## config.mk

```make
export PLATFORM = sky130hd
export DESIGN_NAME = alu_multicycle
export DESIGN_NICKNAME = d
export VERILOG_FILES = /design/src/rtl/alu_pkg.sv /design/src/rtl/alu_seq_muldiv.sv /design/src/rtl/alu_multicycle.sv
export SDC_FILE = /design/constraint.sdc
export NUM_CORES = 1
export LEC_CHECK = 0
export BUFFER_PORTS_ARGS = -buffer_cell sky130_fd_sc_hd__buf_2
export CORE_MARGIN = 3
export CORE_UTILIZATION = 47
export DETAILED_ROUTE_END_ITERATION = 10
export PLACE_DENSITY_LB_ADDON = 0.05
export REMOVE_ABC_BUFFERS = 1
export SYNTH_ARGS = -nofsm -noshare
export SYNTH_HDL_FRONTEND = slang
export SYNTH_SLANG_ARGS = --single-unit
```

## constraint.sdc

```tcl
create_clock -name clk_i -period 7.5 [get_ports clk_i]
set_clock_uncertainty 0.1 [all_clocks]
set_input_delay 0.75 -clock clk_i [delete_from_list [all_inputs] [get_ports clk_i]]
set_output_delay 0.75 -clock clk_i [all_outputs]
set_load 0.02 [all_outputs]
```

## src/rtl/alu_pkg.sv

```systemverilog
// Shared definitions for the multi-cycle ALU: operation codes, FSM states
// and a small decode helper used by the handshake logic.
package alu_pkg;

  localparam logic [3:0] OP_AND  = 4'd0;
  localparam logic [3:0] OP_OR   = 4'd1;
  localparam logic [3:0] OP_ADD  = 4'd2;
  localparam logic [3:0] OP_LUI  = 4'd3;
  localparam logic [3:0] OP_SRA  = 4'd5;
  localparam logic [3:0] OP_SUB  = 4'd6;
  localparam logic [3:0] OP_SLTU = 4'd7;
  localparam logic [3:0] OP_ORI  = 4'd8;
  localparam logic [3:0] OP_SRAV = 4'd9;
  localparam logic [3:0] OP_MUL  = 4'd10;
  localparam logic [3:0] OP_DIVU = 4'd11;
  localparam logic [3:0] OP_NOR  = 4'd12;
  localparam logic [3:0] OP_REMU = 4'd13;

  typedef enum logic [1:0] {
    S_IDLE,
    S_MUL,
    S_DIV,
    S_DONE
  } state_t;

  // True when the operation needs the iterative datapath; a zero divisor
  // short-circuits to a single-cycle result.
  function automatic logic is_seq_op(input logic [3:0] op, input logic divisor_zero);
    return (op == OP_MUL) || (((op == OP_DIVU) || (op == OP_REMU)) && !divisor_zero);
  endfunction

endpackage

```

## src/rtl/alu_seq_muldiv.sv

```systemverilog
// Iterative datapath: shift-add multiply (low WIDTH bits) and restoring
// unsigned divide/remainder, one step per clock for WIDTH clocks.
// The three working registers are shared between multiply and divide:
//   ra: accumulator / partial remainder
//   rb: multiplier / dividend shifting into quotient
//   rc: multiplicand / divisor
// busy drops combinationally during the final step so the owner can
// register result in that same cycle.
module alu_seq_muldiv
  import alu_pkg::*;
#(
  parameter int WIDTH = 32
) (
  input  logic             clk,
  input  logic             rst,
  input  logic             start,
  input  logic [3:0]       op,
  input  logic [WIDTH-1:0] src_a,
  input  logic [WIDTH-1:0] src_b,
  output logic             busy,
  output logic [WIDTH-1:0] result
);

  localparam int CW = $clog2(WIDTH);

  logic             run;
  logic             mul_mode;
  logic             rem_mode;
  logic [CW-1:0]    cnt;
  logic [WIDTH-1:0] ra, rb, rc;
  logic [WIDTH-1:0] ra_n, rb_n, rc_n;
  logic [WIDTH:0]   sh, df;
  logic             ge;
  logic             last;

  // One multiply or restoring-divide step from the current register state
  always_comb begin
    sh = {ra, rb[WIDTH-1]};
    df = sh - {1'b0, rc};
    ge = ~df[WIDTH];
    if (mul_mode) begin
      ra_n = ra + (rb[0] ? rc : '0);
      rb_n = rb >> 1;
      rc_n = rc << 1;
    end else begin
      ra_n = ge ? df[WIDTH-1:0] : sh[WIDTH-1:0];
      rb_n = {rb[WIDTH-2:0], ge};
      rc_n = rc;
    end
  end

  // Status and final-step result selection
  always_comb begin
    last   = (cnt == CW'(WIDTH - 1));
    busy   = run & ~last;
    result = (mul_mode | rem_mode) ? ra_n : rb_n;
  end

  // Operand load on start, then iterate until the last step completes
  always_ff @(posedge clk or posedge rst) begin
    if (rst) begin
      run      <= 1'b0;
      mul_mode <= 1'b0;
      rem_mode <= 1'b0;
      cnt      <= '0;
      ra       <= '0;
      rb       <= '0;
      rc       <= '0;
    end else if (start) begin
      run      <= 1'b1;
      mul_mode <= (op == OP_MUL);
      rem_mode <= (op == OP_REMU);
      cnt      <= '0;
      ra       <= '0;
      rb       <= (op == OP_MUL) ? src_b : src_a;
      rc       <= (op == OP_MUL) ? src_a : src_b;
    end else if (run) begin
      ra  <= ra_n;
      rb  <= rb_n;
      rc  <= rc_n;
      cnt <= cnt + CW'(1);
      if (last) begin
        run <= 1'b0;
      end
    end
  end

endmodule

```

## src/rtl/alu_multicycle.sv

```systemverilog
// Multi-cycle EX-stage ALU with start/done handshake. Single-cycle ops are
// computed here; MUL/DIVU/REMU iterate in alu_seq_muldiv.
// Optional build macro ALU_OVERFLOW_EN adds overflow_o (signed ADD/SUB).
module alu_multicycle
  import alu_pkg::*;
#(
  parameter  int WIDTH = 32,
  localparam int SHW   = $clog2(WIDTH)
) (
  input  logic             clk_i,
  input  logic             rst_i,
  input  logic             start_i,
  input  logic [3:0]       ctrl_i,
  input  logic [WIDTH-1:0] src1_i,
  input  logic [WIDTH-1:0] src2_i,
  input  logic [SHW-1:0]   shamt_i,
  output logic             ready_o,
  output logic             done_o,
  output logic [WIDTH-1:0] result_o,
  output logic             zero_o
`ifdef ALU_OVERFLOW_EN
  , output logic           overflow_o
`endif
);

  localparam int HALF = WIDTH / 2;

  state_t           state, state_n;
  logic [WIDTH-1:0] sum, diff, alu_res;
  logic             accept, md_start, md_busy;
  logic             load_alu, load_seq;
  logic [WIDTH-1:0] md_result;

  alu_seq_muldiv #(.WIDTH(WIDTH)) u_seq (
    .clk    (clk_i),
    .rst    (rst_i),
    .start  (md_start),
    .op     (ctrl_i),
    .src_a  (src1_i),
    .src_b  (src2_i),
    .busy   (md_busy),
    .result (md_result)
  );

  // Single-cycle result; also supplies the divide-by-zero results
  always_comb begin
    sum  = src1_i + src2_i;
    diff = src1_i - src2_i;
    case (ctrl_i)
      OP_AND:  alu_res = src1_i & src2_i;
      OP_OR:   alu_res = src1_i | src2_i;
      OP_ADD:  alu_res = sum;
      OP_SUB:  alu_res = diff;
      OP_NOR:  alu_res = ~(src1_i | src2_i);
      OP_LUI:  alu_res = {src2_i[HALF-1:0], {HALF{1'b0}}};
      OP_SRA:  alu_res = $signed(src2_i) >>> shamt_i;
      OP_SLTU: alu_res = {{(WIDTH-1){1'b0}}, (src1_i < src2_i)};
      OP_ORI:  alu_res = {src1_i[WIDTH-1:HALF], src1_i[HALF-1:0] | src2_i[HALF-1:0]};
      OP_SRAV: alu_res = $signed(src2_i) >>> src1_i[SHW-1:0];
      OP_DIVU: alu_res = '1;
      OP_REMU: alu_res = src1_i;
      default: alu_res = '0;
    endcase
  end

  // Handshake decode and result-register load strobes
  always_comb begin
    accept   = ready_o & start_i;
    md_start = accept & is_seq_op(ctrl_i, src2_i == '0);
    load_alu = accept & ~md_start;
    load_seq = ((state == S_MUL) || (state == S_DIV)) & ~md_busy;
  end

  // State register
  always_ff @(posedge clk_i or posedge rst_i) begin
    if (rst_i) begin
      state <= S_IDLE;
    end else begin
      state <= state_n;
    end
  end

  // Next-state logic
  always_comb begin
    state_n = state;
    case (state)
      S_IDLE, S_DONE: begin
        if (!start_i) begin
          state_n = S_IDLE;
        end else if (ctrl_i == OP_MUL) begin
          state_n = S_MUL;
        end else if (is_seq_op(ctrl_i, src2_i == '0)) begin
          state_n = S_DIV;
        end else begin
          state_n = S_DONE;
        end
      end
      S_MUL, S_DIV: begin
        if (!md_busy) begin
          state_n = S_DONE;
        end
      end
      default: state_n = S_IDLE;
    endcase
  end

  // FSM outputs
  always_comb begin
    ready_o = (state == S_IDLE) || (state == S_DONE);
    done_o  = (state == S_DONE);
  end

  // Result and zero flag, updated only on the edge that enters DONE
  always_ff @(posedge clk_i or posedge rst_i) begin
    if (rst_i) begin
      result_o <= '0;
      zero_o   <= 1'b0;
    end else if (load_alu) begin
      result_o <= alu_res;
      zero_o   <= (alu_res == '0);
    end else if (load_seq) begin
      result_o <= md_result;
      zero_o   <= (md_result == '0);
    end
  end

`ifdef ALU_OVERFLOW_EN
  logic alu_ovf;

  // Signed overflow for ADD/SUB only
  always_comb begin
    case (ctrl_i)
      OP_ADD:  alu_ovf = (src1_i[WIDTH-1] == src2_i[WIDTH-1]) && (sum[WIDTH-1] != src1_i[WIDTH-1]);
      OP_SUB:  alu_ovf = (src1_i[WIDTH-1] != src2_i[WIDTH-1]) && (diff[WIDTH-1] != src1_i[WIDTH-1]);
      default: alu_ovf = 1'b0;
    endcase
  end

  // Overflow flag registered alongside result_o
  always_ff @(posedge clk_i or posedge rst_i) begin
    if (rst_i) begin
      overflow_o <= 1'b0;
    end else if (load_alu) begin
      overflow_o <= alu_ovf;
    end else if (load_seq) begin
      overflow_o <= 1'b0;
    end
  end
`endif

endmodule

```

# Yosys cells after proc, flatten, opt, wreduce, memory -nomap -nowiden
# Index checks and enable logic that the tools add are counted.
# totals
regBits	139
out_inout_bits	35
# op_classes
n_shift	2
order_cmp	1
mux	29
n_addsub	5
bitwise_logic	14
n_eq_ne	17
n_reduce_logical	17
# ops
cell	n
two-way mux 32 bit	16
one-hot mux 32 bit (12 select lines)	1
logical NOT 32 bit	3
adder 32 bit	2
>>> shifter 32 x 5 -> 32 bit	2
subtractor 33 x 32 -> 33 bit	1
bitwise AND 32 bit	1
less-than comparator 32 bit	1
inverter 32 bit	1
bitwise OR 32 bit	1
subtractor 32 bit	1
equality test 4 bit (second input constant)	6
bitwise OR 16 bit	1
equality test 4 x 3 -> 1 bit (second input constant)	3
two-way mux 5 bit	2
equality test 4 x 2 -> 1 bit (second input constant)	2
two-way mux 1 bit	6
two-way mux 2 bit	3
nonzero test 2 bit	3
adder 5 x 1 -> 5 bit (second input constant)	1
bitwise AND 1 bit	5
equality test 5 bit (second input constant)	1
equality test 2 bit (second input constant)	2
equality test 4 x 1 -> 1 bit (second input constant)	1
12 further kinds	19

# Logic depth before layout (Yosys ltp)
# depth
depth_word	8
ltp_mapped	18
depth_no_buf	16

# Cells and area by module
# From an unflattened synthesis, not the netlist that was laid out.
# unflattened
hier_cells	2824
hier_area_um2	20762.4
# modules_own_cells
mod	cells_per_inst	instances	area_each_um2
alu_seq_muldiv	1360	1	10591.4
alu_multicycle	1464	1	10171.0

# Worst setup path before layout
# No wires, ideal clock.
# synth_timing
kind	input port to flip-flop
start	input port src1_i[0]
end	register zero_o
path_slack_ps	3260
t_required_ps	7320
arrival_time_ps	4060
cell_stages	17
path_cell_list	clkbuf_1 -> inv_1 -> ha_1 -> inv_1 -> fa_1 -> nor2b_1 -> o311ai_2 -> a211oi_1 -> nor4_1 -> o41a_1 -> o221a_2 -> nor4_1 -> o211ai_1 -> or3b_2 -> nor4_1 -> nand2_1 -> o211ai_2
# synth_via
elab_chain_cells	5
elab_cells_between_ends	11
# synth_rtl
element	line_no	source
start: declaration	alu_multicycle.sv:14	input logic [WIDTH-1:0] src1_i,
parallel branches: the longest is 2 deep, another holds subtractor 32 bit	n/a	
one-hot mux 32 bit (12 select lines) (*)	alu_multicycle.sv:49	case (ctrl_i)
logical NOT 32 bit (*)	alu_multicycle.sv:120	zero_o <= (alu_res == '0);
two-way mux 1 bit (*)	alu_multicycle.sv:118	end else if (load_alu) begin
end signal: assignment	alu_multicycle.sv:120	
end signal: assignment	alu_multicycle.sv:123	zero_o <= (md_result == '0);
end: declaration	alu_multicycle.sv:20	output logic zero_o
# Every way passes the cells marked *.
# A chain may end at the register's enable or synchronous reset.

# Worst setup path after layout
# layout_timing
start	register u_seq.rb[31]
end	register zero_o
# layout_via
elab_chain_cells	7
elab_cells_between_ends	9
# layout_rtl
element	line_no	source
start: declaration	alu_seq_muldiv.sv:30	logic [WIDTH-1:0] ra, rb, rc;
start signal: assignment	alu_seq_muldiv.sv:75	rb <= (op == OP_MUL) ? src_b : src_a;
start signal: assignment	alu_seq_muldiv.sv:79	rb <= rb_n;
subtractor 33 x 32 -> 33 bit	alu_seq_muldiv.sv:39	df = sh - {1'b0, rc};
two-way mux 32 bit / inverter 1 bit (equally long branches)	alu_seq_muldiv.sv:46, alu_seq_muldiv.sv:40	
two-way mux 32 bit	alu_seq_muldiv.sv:41	if (mul_mode) begin
two-way mux 32 bit (*)	alu_seq_muldiv.sv:56	result = (mul_mode | rem_mode) ? ra_n : rb_n;
logical NOT 32 bit (*)	alu_multicycle.sv:123	
two-way mux 1 bit (*)	alu_multicycle.sv:121	end else if (load_seq) begin
two-way mux 1 bit (*)	alu_multicycle.sv:118	
# Every way passes the cells marked *; elsewhere a longest branch is shown, timed or not. The select of a mux whose other input is x is not followed.

==> flow_summary.toml <==
[floorplanning]
die_w_um = 215.8
row_count = 76
core_area_um2 = 43270
io-pin-count = 111
die-area_um2 = 46580
start_util = 0.4782
die_h_um = 215.8

[layout]
area_delta_synth_final_pct = 7.130
final_layout_size_suffix_gt1_frac = 0.08868
fillCellCount = 4313
finalNonFillerCells = 3484
final_nets = 3134

[pwr]
p_int_mw = 4.033
p_clk_frac = 0.099
p_comb_frac = 0.720
pwr-share-seq = 0.180
vdd_ir_drop_max_v = 0.0002540
p_per_area_nw_per_um2 = 415.5
p_leak_nw = 9.687
sw_frac_of_total = 0.5621
fin_total_pwr_mw = 9.211
netSwitchingPower_mw = 5.178

[clock_tree]
hold_buffers = 0
cts_setup_buffers = 0
cts_resized = 0
path_clk_slew_ps = 70
clock_latency_ps = 460
cts_max_level = 4
clk_path_buf_depth = 2
clock_sinks = 139
cts_buffers = 17
cts_root_buf = "clkbuf_16"
cts_tree = "built"

[setup_path]
crit_fanout = 33
ff2ff_setup_slack_ps = 1310
arrival_ps = 6470
start_kind = "flip-flop"
crit_path_start = "u_seq.rb[31]$_DFFE_PP0P_"
reg2reg_to = "zero_o$_DFFE_PP0P_"
worstSetupPathType = "flip-flop to flip-flop"
required_ps = 7790
r2r-start = "u_seq.rb[31]$_DFFE_PP0P_"
reg2regPathDepth = 16
cp-endpoint = "zero_o$_DFFE_PP0P_"
cp-end-kind = "flip-flop"

[yosys]
yosys.area.top_type = "dfrtp_1"
ys_top_cells_by_count = "nand2_1 (369), nor2_1 (290), a21oi_1 (246)"
synth_top_area_frac = 0.1681
syn_avg_cell_area_um2 = 7.101
ys.flop_type = "dfrtp_1"
yosysMostFrequentCell = "nand2_1"
synth_edf_count = 0
synthCells = 2914
synth_area_leaders = "dfrtp_1 (17%), ha_1 (10%), nand2_1 (6.7%)"
syn_area_um2 = 20690
async_reset_ff_frac = 1.000
synth-seq-cells = 139
synth-seq-area-share = 0.1681
synthDistinctLibCells = 104
yosys_warnings = 0

[placement]
post-place-cells = 3451
place_ws_ps = 1564
routabilityCongestion = 1.108
dp_hpwl_um = 79170
place.port_buffers = 110

[run_status]
outcome = "finished clean"

[timing]
fin_ws_ps = 1313
maxSlewHeadroom = 0.1493
finalSetupViolCount = 0
worst_slew_pin_slew_ps = 1273
drv_slew = 0
fmax_mhz = 161.6
hold_viol = 0
layout_min_cycle_time_ps = 6187
fin_crit_sh = 0.8249
rsz0062_at_grt = "false"

[drt]
wire_per_inst_um = 29.42
first_pass_iters = 9
vias_per_cell = 6.970
vias = 24280
drc_errors = 0
drt_iter0_markers = 3400
final_antenna_net_count = 0
routed_wirelength_um = 102500

[hold_path]
min_path_type = "input port to async pin"

[grt]
grt_pass1_vias = 22800
grt_overflow = 0
grt_max_degree = 126
antenna_found_initial = 2
grtUsageTotal = 0.4249
grt_first_pass_wirelength_um = 150800

[flow_run]
maxCapViolations = 0
## stage by stage
step	instance area (µm²)	util	setup TNS, ps	hold WS (ps)
floorplan	19860	-	-175890	371.7
global placement	21540	0.4979	0	373.4
detailed placement	21540	0.4979	0	384.7
CTS	22160	0.5123	0	370.8
global route	22160	0.5123	0	401.5
finish	22170	0.5123	0	343.8
## worst max-delay path: stages, from the launching register on
cell      delay (ps)
dfrtp_1          400
inv_1            130
ha_1             170
inv_1             50
fa_1             430
a211oi_1         350
o211ai_1         240
a41o_1           340
and3_4           220
o211ai_1         350
nand3_2          730
a32o_1           530
a211o_1          380
nor4_1           530
nor4bb_1         660
nand4_1          280
o211ai_2         190
## area by class of cell
cell class                 instances  area (µm²)  area share
antenna                            1       2.502   0.0001129
clock buffer                      17       425.4     0.01919
clock inverter                    15       193.9    0.008749
inverter                         155       586.8     0.02647
multi-input combinational       2421       15870      0.7159
sequential                       139        3486      0.1573
tap                              585       732.0     0.03302
timing repair buffer             151       870.8     0.03929
## worst min path at each step
stage | depth (start not counted) | endpoint | slack, ps | startpoint
floorplan | 2 | u_seq.rc[31]$_DFFE_PP0P_ | 370 | u_seq.rc[31]$_DFFE_PP0P_
global placement | 2 | result_o[13]$_DFFE_PP0P_ | 370 | result_o[13]$_DFFE_PP0P_
detailed placement | 2 | result_o[12]$_DFFE_PP0P_ | 380 | result_o[12]$_DFFE_PP0P_
CTS | 2 | u_seq.ra[2]$_DFFE_PP0P_ | 370 | rst_i
global route | 2 | u_seq.rc[3]$_DFFE_PP0P_ | 400 | rst_i
finish | 2 | u_seq.rc[3]$_DFFE_PP0P_ | 340 | rst_i
## kinds of logic after synthesis
| group | count (synthesis) | share of synthesized area |
|---|---|---|
| AND/OR/NAND/NOR | 1031 | 0.2313 |
| AO/OA/AOI/OAI | 1001 | 0.3229 |
| buffers and inverters | 354 | 0.06833 |
| adder cells (fa/ha/maj) | 173 | 0.1061 |
| flip-flops | 139 | 0.1681 |
| multiplexers | 136 | 0.06948 |
| XOR/XNOR | 80 | 0.03386 |
## power groups by stage
stage | sequential, mW | clock [mW] | combinational (mW)
after floorplan | 1.60 | 0 | 4.43
after global placement | 1.63 | 0 | 6.24
after detailed placement | 1.64 | 0 | 6.35
after CTS | 1.63 | 0.919 | 6.41
after global routing | 1.69 | 0.954 | 7.20
final | 1.66 | 0.914 | 6.64
## cell usage in the layout (no fill, tap or decap), drive strengths merged, types with 11 or more instances in the layout
cell type    n
nor2       292
mux2i      126
o221ai      25
a31oi       65
a2111oi     11
dfrtp      139
nand4       20
o31ai       18
clkbuf      17
o311ai      12
ha         169
xor2        24
nand2b      29
buf        151
xnor2       56
o22ai       13
a21oi      246
nor4        28
a211oi      41
nor2b       20
o21a        22
and3        18
o21bai      18
nand3       58
nor3        73
o21ai      204
a221oi      19
nand2      369
a22oi       55
and2        49
or3         20
inv        166
a221o       22
a21o        33
a211o       12
o211ai      85
## state kept, by name, summed over array words and instances (netlist names)
name and cells:
result_o 32, state 2, u_seq.cnt 5, u_seq.mul_mode 1
u_seq.ra 32, u_seq.rb 32, u_seq.rc 32, u_seq.rem_mode 1
u_seq.run 1, zero_o 1
## metal layers
metal | up-vias | global-route usage | wire length, µm
li1 | 10670 | - | -
met1 | 11580 | 0.5639 | 40470
met2 | 1699 | 0.6460 | 43620
met3 | 335 | 0.08350 | 11480
met4 | 0 | 0.2401 | 6915
met5 | - | 0 | 0
(Power assumes the default switching activity.)
